<file path="config.mk">
export PLATFORM = sky130hd
export DESIGN_NAME = l2_req_arbiter_flat
export DESIGN_NICKNAME = d
export VERILOG_FILES = /design/src/rtl/l2_req_arbiter_if.sv /design/src/rtl/l2_req_arbiter.sv /design/src/flat_wrapper.sv
export SDC_FILE = /design/constraint.sdc
export NUM_CORES = 1
export LEC_CHECK = 0
export BUFFER_PORTS_ARGS = -buffer_cell sky130_fd_sc_hd__buf_2
export CAP_MARGIN = 0
export CORE_MARGIN = 5
export CORE_UTILIZATION = 48
export DETAILED_ROUTE_END_ITERATION = 10
export GPL_TIMING_DRIVEN = 0
export PLACE_DENSITY = 0.81
export SLEW_MARGIN = 40
export SYNTH_ARGS = -nofsm -noshare
export SYNTH_HDL_FRONTEND = slang
export SYNTH_SLANG_ARGS = --single-unit
</file>
<file path="constraint.sdc">
create_clock -name clk -period 2.2 [get_ports clk]
set_clock_uncertainty 0.1 [all_clocks]
set_input_delay 0.11 -clock clk [delete_from_list [all_inputs] [get_ports clk]]
set_output_delay 0.11 -clock clk [all_outputs]
set_load 0.02 [all_outputs]
</file>
<file path="src/rtl/l2_req_arbiter_if.sv">
// l2_req_arbiter_if: requester, response and cache-side signals of l2_req_arbiter
// master = requesters plus cache (drives *_i), slave = arbiter (drives *_o).
// L2_ARB_PERF_CNT_EN adds perf_grant_o / perf_stall_o.
interface l2_req_arbiter_if #(
  parameter int NREQ = 4,
  parameter int REQ_ID_W = 3,
  parameter int IW = $clog2(NREQ)
);
  logic [NREQ-1:0] req_valid_i, req_rw_i, req_stall_o, rsp_ready_o;
  logic [NREQ*32-1:0] req_addr_i, req_data_i;
  logic [NREQ*REQ_ID_W-1:0] req_id_i;
  logic [31:0] rsp_data_o, c_addr_o, c_data_o, c_data_i;
  logic [REQ_ID_W-1:0] rsp_id_o;
  logic c_valid_o, c_rw_o, c_stall_i, c_ready_i, err_o;
  logic [IW+REQ_ID_W-1:0] c_id_o, c_id_i;
`ifdef L2_ARB_PERF_CNT_EN
  logic [NREQ*16-1:0] perf_grant_o;
  logic [15:0] perf_stall_o;
`endif
  modport master (
    output req_valid_i, req_rw_i, req_addr_i, req_data_i, req_id_i,
    output c_stall_i, c_ready_i, c_data_i, c_id_i,
    input req_stall_o, rsp_ready_o, rsp_data_o, rsp_id_o,
    input c_valid_o, c_rw_o, c_addr_o, c_data_o, c_id_o, err_o
`ifdef L2_ARB_PERF_CNT_EN
    , input perf_grant_o, perf_stall_o
`endif
  );
  modport slave (
    input req_valid_i, req_rw_i, req_addr_i, req_data_i, req_id_i,
    input c_stall_i, c_ready_i, c_data_i, c_id_i,
    output req_stall_o, rsp_ready_o, rsp_data_o, rsp_id_o,
    output c_valid_o, c_rw_o, c_addr_o, c_data_o, c_id_o, err_o
`ifdef L2_ARB_PERF_CNT_EN
    , output perf_grant_o, perf_stall_o
`endif
  );
endinterface

</file>
<file path="src/rtl/l2_req_arbiter.sv">
// l2_req_arbiter: round-robin sharing of one L2 request port among NREQ requesters
// Ports: clk; reset (async, active-low); bus (l2_req_arbiter_if.slave) carrying the
// per-requester request/stall inputs, broadcast response outputs, the registered
// cache request stage, cache response inputs and the sticky err_o.
// Optional: define L2_ARB_PERF_CNT_EN for saturating grant/stall perf counters.
module l2_req_arbiter #(
  parameter int NREQ = 4,
  parameter int REQ_ID_W = 3,
  parameter int MAX_OUT = 4,
  localparam int IW = $clog2(NREQ),
  localparam int TW = IW + REQ_ID_W
) (
  input logic clk,
  input logic reset,
  l2_req_arbiter_if.slave bus
);
  logic [NREQ-1:0] r_hv, r_rw, r_rsp_rdy;
  logic [NREQ-1:0][31:0] r_addr, r_data;
  logic [NREQ-1:0][REQ_ID_W-1:0] r_id;
  logic [NREQ-1:0][3:0] r_cnt;
  logic [IW-1:0] r_ptr;
  logic r_cv, r_crw, r_err;
  logic [31:0] r_caddr, r_cdata, r_rsp_data;
  logic [TW-1:0] r_cid;
  logic [REQ_ID_W-1:0] r_rsp_id;
  logic w_free, w_acc, w_any, w_fire;
  logic [IW-1:0] w_win, w_cown, w_rown;
  logic [NREQ-1:0] w_cap, w_pend, w_elig, w_inc, w_dec, w_gnt;

  assign w_cown = r_cid[TW-1:REQ_ID_W];
  assign w_rown = bus.c_id_i[TW-1:REQ_ID_W];
  assign w_acc = r_cv && !bus.c_stall_i;
  assign w_free = !r_cv || !bus.c_stall_i;
  assign w_cap = bus.req_valid_i & ~r_hv;

  // The request sitting in the output stage counts against its owner's limit
  always_comb begin
    w_pend = '0;
    w_elig = '0;
    w_inc = '0;
    w_dec = '0;
    for (int k = 0; k < NREQ; k++) begin
      w_pend[k] = r_cv && w_cown == IW'(k);
      w_elig[k] = r_hv[k] && ({1'b0, r_cnt[k]} + 5'(w_pend[k])) < 5'(MAX_OUT);
      w_inc[k] = w_acc && w_cown == IW'(k);
      w_dec[k] = bus.c_ready_i && w_rown == IW'(k);
    end
  end

  // Priority search from the RR pointer; IW-bit addition wraps because NREQ is a power of 2
  always_comb begin
    w_win = r_ptr;
    w_any = 1'b0;
    for (int i = 0; i < NREQ; i++)
      if (!w_any && w_elig[r_ptr + IW'(i)]) begin
        w_any = 1'b1;
        w_win = r_ptr + IW'(i);
      end
    w_fire = w_any && w_free;
    w_gnt = w_fire ? NREQ'(1) << w_win : '0;
  end

  always_ff @(posedge clk or negedge reset) begin
    if (!reset) begin
      r_hv <= '0;
      r_rw <= '0;
      r_addr <= '0;
      r_data <= '0;
      r_id <= '0;
    end else begin
      for (int k = 0; k < NREQ; k++) begin
        if (w_cap[k]) begin
          r_hv[k] <= 1'b1;
          r_rw[k] <= bus.req_rw_i[k];
          r_addr[k] <= bus.req_addr_i[32*k +: 32];
          r_data[k] <= bus.req_data_i[32*k +: 32];
          r_id[k] <= bus.req_id_i[REQ_ID_W*k +: REQ_ID_W];
        end else if (w_gnt[k]) begin
          r_hv[k] <= 1'b0;
        end
      end
    end
  end

  always_ff @(posedge clk or negedge reset) begin
    if (!reset) begin
      r_cv <= 1'b0;
      r_crw <= 1'b0;
      r_caddr <= '0;
      r_cdata <= '0;
      r_cid <= '0;
      r_ptr <= '0;
    end else if (w_fire) begin
      r_cv <= 1'b1;
      r_crw <= r_rw[w_win];
      r_caddr <= r_addr[w_win];
      r_cdata <= r_data[w_win];
      r_cid <= {w_win, r_id[w_win]};
      r_ptr <= w_win + IW'(1);
    end else if (w_free) begin
      r_cv <= 1'b0;
    end
  end

  always_ff @(posedge clk or negedge reset) begin
    if (!reset) begin
      r_cnt <= '0;
      r_err <= 1'b0;
    end else begin
      for (int k = 0; k < NREQ; k++) begin
        if (w_inc[k] && !w_dec[k]) begin
          r_cnt[k] <= r_cnt[k] + 4'd1;
        end else if (w_dec[k] && !w_inc[k]) begin
          if (r_cnt[k] == '0) r_err <= 1'b1;
          else r_cnt[k] <= r_cnt[k] - 4'd1;
        end
      end
    end
  end

  always_ff @(posedge clk or negedge reset) begin
    if (!reset) begin
      r_rsp_rdy <= '0;
      r_rsp_data <= '0;
      r_rsp_id <= '0;
    end else begin
      r_rsp_rdy <= bus.c_ready_i ? NREQ'(1) << w_rown : '0;
      if (bus.c_ready_i) begin
        r_rsp_data <= bus.c_data_i;
        r_rsp_id <= bus.c_id_i[REQ_ID_W-1:0];
      end
    end
  end

`ifdef L2_ARB_PERF_CNT_EN
  logic [NREQ-1:0][15:0] r_pg;
  logic [15:0] r_ps;
  always_ff @(posedge clk or negedge reset) begin
    if (!reset) begin
      r_pg <= '0;
      r_ps <= '0;
    end else begin
      for (int k = 0; k < NREQ; k++)
        if (w_gnt[k] && r_pg[k] != 16'hFFFF) r_pg[k] <= r_pg[k] + 16'd1;
      if (r_cv && bus.c_stall_i && r_ps != 16'hFFFF) r_ps <= r_ps + 16'd1;
    end
  end
  assign bus.perf_grant_o = r_pg;
  assign bus.perf_stall_o = r_ps;
`endif

  assign bus.req_stall_o = r_hv;
  assign bus.c_valid_o = r_cv;
  assign bus.c_rw_o = r_crw;
  assign bus.c_addr_o = r_caddr;
  assign bus.c_data_o = r_cdata;
  assign bus.c_id_o = r_cid;
  assign bus.rsp_ready_o = r_rsp_rdy;
  assign bus.rsp_data_o = r_rsp_data;
  assign bus.rsp_id_o = r_rsp_id;
  assign bus.err_o = r_err;
endmodule

</file>
<file path="src/flat_wrapper.sv">
// flat-port wrapper written by rule: the top's interface ports become plain ports
module l2_req_arbiter_flat 
#(
  parameter int NREQ = 4,
  parameter int REQ_ID_W = 3,
  parameter int MAX_OUT = 4,
  localparam int IW = $clog2(NREQ),
  localparam int TW = IW + REQ_ID_W
)
  (clk, reset, bus_req_valid_i, bus_req_rw_i, bus_req_addr_i, bus_req_data_i, bus_req_id_i, bus_c_stall_i, bus_c_ready_i, bus_c_data_i, bus_c_id_i, bus_req_stall_o, bus_rsp_ready_o, bus_rsp_data_o, bus_rsp_id_o, bus_c_valid_o, bus_c_rw_o, bus_c_addr_o, bus_c_data_o, bus_c_id_o, bus_err_o);
  l2_req_arbiter_if #(.NREQ(NREQ), .REQ_ID_W(REQ_ID_W)) bus_i ();
  input logic clk;
  input logic reset;
  input wire logic [$bits(bus_i.req_valid_i)-1:0] bus_req_valid_i;
  input wire logic [$bits(bus_i.req_rw_i)-1:0] bus_req_rw_i;
  input wire logic [$bits(bus_i.req_addr_i)-1:0] bus_req_addr_i;
  input wire logic [$bits(bus_i.req_data_i)-1:0] bus_req_data_i;
  input wire logic [$bits(bus_i.req_id_i)-1:0] bus_req_id_i;
  input wire logic [$bits(bus_i.c_stall_i)-1:0] bus_c_stall_i;
  input wire logic [$bits(bus_i.c_ready_i)-1:0] bus_c_ready_i;
  input wire logic [$bits(bus_i.c_data_i)-1:0] bus_c_data_i;
  input wire logic [$bits(bus_i.c_id_i)-1:0] bus_c_id_i;
  output wire logic [$bits(bus_i.req_stall_o)-1:0] bus_req_stall_o;
  output wire logic [$bits(bus_i.rsp_ready_o)-1:0] bus_rsp_ready_o;
  output wire logic [$bits(bus_i.rsp_data_o)-1:0] bus_rsp_data_o;
  output wire logic [$bits(bus_i.rsp_id_o)-1:0] bus_rsp_id_o;
  output wire logic [$bits(bus_i.c_valid_o)-1:0] bus_c_valid_o;
  output wire logic [$bits(bus_i.c_rw_o)-1:0] bus_c_rw_o;
  output wire logic [$bits(bus_i.c_addr_o)-1:0] bus_c_addr_o;
  output wire logic [$bits(bus_i.c_data_o)-1:0] bus_c_data_o;
  output wire logic [$bits(bus_i.c_id_o)-1:0] bus_c_id_o;
  output wire logic [$bits(bus_i.err_o)-1:0] bus_err_o;
  assign bus_i.req_valid_i = bus_req_valid_i;
  assign bus_i.req_rw_i = bus_req_rw_i;
  assign bus_i.req_addr_i = bus_req_addr_i;
  assign bus_i.req_data_i = bus_req_data_i;
  assign bus_i.req_id_i = bus_req_id_i;
  assign bus_i.c_stall_i = bus_c_stall_i;
  assign bus_i.c_ready_i = bus_c_ready_i;
  assign bus_i.c_data_i = bus_c_data_i;
  assign bus_i.c_id_i = bus_c_id_i;
  assign bus_req_stall_o = bus_i.req_stall_o;
  assign bus_rsp_ready_o = bus_i.rsp_ready_o;
  assign bus_rsp_data_o = bus_i.rsp_data_o;
  assign bus_rsp_id_o = bus_i.rsp_id_o;
  assign bus_c_valid_o = bus_i.c_valid_o;
  assign bus_c_rw_o = bus_i.c_rw_o;
  assign bus_c_addr_o = bus_i.c_addr_o;
  assign bus_c_data_o = bus_i.c_data_o;
  assign bus_c_id_o = bus_i.c_id_o;
  assign bus_err_o = bus_i.err_o;
  l2_req_arbiter #(.NREQ(NREQ), .REQ_ID_W(REQ_ID_W), .MAX_OUT(MAX_OUT)) u_core (.clk(clk), .reset(reset), .bus(bus_i));
endmodule
</file>
==> results.ini <==
[sta]
relSlewSlack_pct=47.6
period_share_pct=120
report.final.slew_viol_count=0
fin_tns_setup_ps=-25500
timing.final.ws_setup_ps=-449
rsz0062_at_grt=true
worst_pin_slew_ps=786
max_freq_ghz=0.378
finalSetupViolCount=80
hold_viol_final=0
fin_crit_ps=2650
hold_ws_ps=27.8

[synthesis]
synth_fp_nets=1576
ys_types=40
synth-main-ff-cell=dfrtp_1
seq_area_frac_synth_pct=57.8
ys_ff_latch=405
synth_edf_count=0
synth_cells=1235
synth_warnings=0
async_flop_share_pct=100
synth.avg_cell_area_um2=14.2
synth_area_um2=17500

[critical_path]
crit_chain=nand2b_4 -> o311ai_4 -> o22ai_1 -> a22oi_1 -> and2_4 -> inv_8 -> clkbuf_16 -> buf_8 -> mux2i_2 -> o221ai_1
reg2reg_depth=10
arrival_ps=2990
worstPathMaxFanout=10
critPathSlowestCell=dfrtp_2
end_kind=flop
critPathKind=reg -> reg
cp_slowest_stage_delay_ps=430
worstPathRequired_ps=2540
crit_path_start_kind=flop

[worst_hold_path]
hp-class=in -> async

[global_routing]
grt_pass1_wl_mm=97.3
grt_pass1_vias=16324
grt_max_degree=77
globalRouteOverflowTotal=0
grt_usage_pct=30.8
antenna_found_initial=10

[detailed_routing]
drtIter0Drc=829
dr.pass1.iters=6
drt_wl_total_mm=66.8
via_count=14745
avgViaCountPerCell=5.68
wl_per_cell_um=25.7
final_antenna_net_count=0
drcViolationCount=0

[clocking]
clkTransAtPathRegs_ps=60
cts-root-buf=clkbuf_16
clock_latency_ps=560
cts_buffers=44
cts_sinks=405
cts.path.max_buffers=3
htree_levels=2
cts_tree=done

[power_and_ir_drop]
powerDensity_nw_per_um2=1770
p_leak_nw=12.3
vdd_ir_drop_max_mv=1.02
power_mw=47.9

[place]
placement.io_buffers=430
gp_congestion=0.860
dpl_worst_slack_ps=-664
placedInstanceArea_um2=20600
place_inst=2139
dp_hpwl_mm=36.4

[cells_and_area]
fin_util_pct=74.3
drive_above_1_share_pct=51.1
layout.nets=2427
final_area_um2=27000
syn_to_final_growth_pct=53.9
fill_cells=2013
final_cells=2596

[status]
status=finished with violations
violations=negative setup slack

[floorplan]
initial_core_util_pct=48.3
rows=70
fp.coreArea_um2=36300
dieArea_um2=40500
die_y_um=201
io_pins=432
dieWidth_um=201

[job]
max_cap_viol_count=0

==> worst max-delay path: cells and delay by family, from the launching register on <==
family	cells	cell delay, ps
compound gates	4	1030
buf+inv	3	390
flops	1	430
mux	1	150
simple gates	2	400
==> what timing repair did <==
item | 4_1_cts | 5_1_grt
cloned | 3 | 4
pin swaps | 17 | 29
buffers inserted | 26 | 13
hold buffers | 324 | 1
endpoints found under the setup margin | 247 | 134
hold endpoints to repair | 581 | 1
gates resized for setup | 120 | 119
==> registers in the layout, indices dropped and copies added (netlist names) <==
| register | count |
|---|---|
| u_core.bus.c_valid_o | 1 |
| u_core.r_data | 128 |
| u_core.bus.rsp_id_o | 3 |
| u_core.r_ptr | 2 |
| u_core.bus.err_o | 1 |
| u_core.bus.c_rw_o | 1 |
| u_core.r_addr | 128 |
| u_core.bus.c_addr_o | 32 |
| u_core.bus.rsp_data_o | 32 |
| u_core.bus.c_data_o | 32 |
| u_core.r_rw | 4 |
| u_core.r_id | 12 |
| u_core.bus.c_id_o | 5 |
| u_core.bus.rsp_ready_o | 4 |
| u_core.bus.req_stall_o | 4 |
| u_core.r_cnt | 16 |
==> path summary, 6_finish.rpt <==
kind	startpoint	to	slack, ps
setup reg to reg	u_core.bus.c_id_o[4]$_DFFE_PN0P_	u_core.bus.c_addr_o[22]$_DFFE_PN0P_	-450
hold reg to reg	u_core.r_cnt[15]$_DFFE_PN0P_	u_core.r_cnt[15]$_DFFE_PN0P_	380
max in group asynchronous	reset	u_core.bus.c_id_o[0]$_DFFE_PN0P_	820
setup / recovery	u_core.bus.c_id_o[4]$_DFFE_PN0P_	u_core.bus.c_addr_o[22]$_DFFE_PN0P_	-450
hold / removal	reset	u_core.bus.rsp_id_o[1]$_DFFE_PN0P_	30
min in group clk	bus_c_ready_i	u_core.bus.rsp_data_o[15]$_DFFE_PN0P_	50
==> synthesized netlist by cell type (all sizes together), types with 5 or more instances <==
cell type,count,area (um^2)
nor2,20,75.1
nor2b,5,31.3
ha,20,250
o21ai,10,50.0
dfrtp,405,10100
clkbuf,25,93.8
buf,48,329
mux2,307,3460
nand2,111,424
o221ai,68,721
or2,6,37.5
xnor2,12,105
a21oi,8,43.8
mux2i,136,1360
nand3,5,25.0
inv,15,56.3
==> cell usage in the layout (no fill, tap or decap), types with 5 or more instances in the layout <==
cell           netlist  final
a21oi_2              1      5
clkbuf_16            0     49
nand2_1            108    103
buf_2                8    442
clkbuf_1            25     14
ha_4                 0      6
clkbuf_2             0     15
mux2i_2              0     28
dfrtp_2              0      9
buf_12               0     18
nor2_1              20     14
inv_1               13      8
mux2i_4              0     32
o221ai_1            48     33
o21ai_0              9      8
xnor2_1             12     12
buf_4                1     39
bufinv_16            0      7
o221ai_2            20     32
mux2_2             307    307
diode_2              0     10
or2_2                6      6
buf_1               21      6
mux2i_1            136     76
clkbuf_4             0      6
ha_1                20     11
clkbuf_8             0     10
dfrtp_1            405    396
dlygate4sd3_1        0    324
buf_16               0     11
==> metal layers <==
layer  global-route usage [%]  routed length (um)  up-vias
li1                         -                   -     6181
met4                     14.2                3480        2
met3                     6.11                4500      249
met2                     54.9               34900      820
met5                        0                  13        -
met1                     36.1               23900     7493
==> final cells by class <==
class	instances	area, um^2	area share [%]
antenna	10	25.0	0.0927
buffer	72	681	2.52
tap	468	586	2.17
sequential	405	10100	37.6
clock inverter	15	264	0.978
clock buffer	63	1290	4.79
multi-input combinational	742	7830	29.0
inverter	15	68.8	0.255
timing repair buffer	806	6100	22.6
==> cell families after synthesis <==
| kind of cell | synth area share, % |
|---|---|
| compound gates | 5.68 |
| xor+xnor | 0.599 |
| fa+ha+maj | 1.88 |
| buf+inv | 2.73 |
| flops | 57.8 |
| mux | 27.5 |
| simple gates | 3.85 |
==> where the power goes <==
part           internal [mW]  leakage (nW)  switching (mW)
logic                   13.2          6.66            12.6
clock network           4.91         0.763            3.21
registers               11.0          4.84            2.90
total                   29.2          12.3            18.7
(Power assumes the default switching activity.)
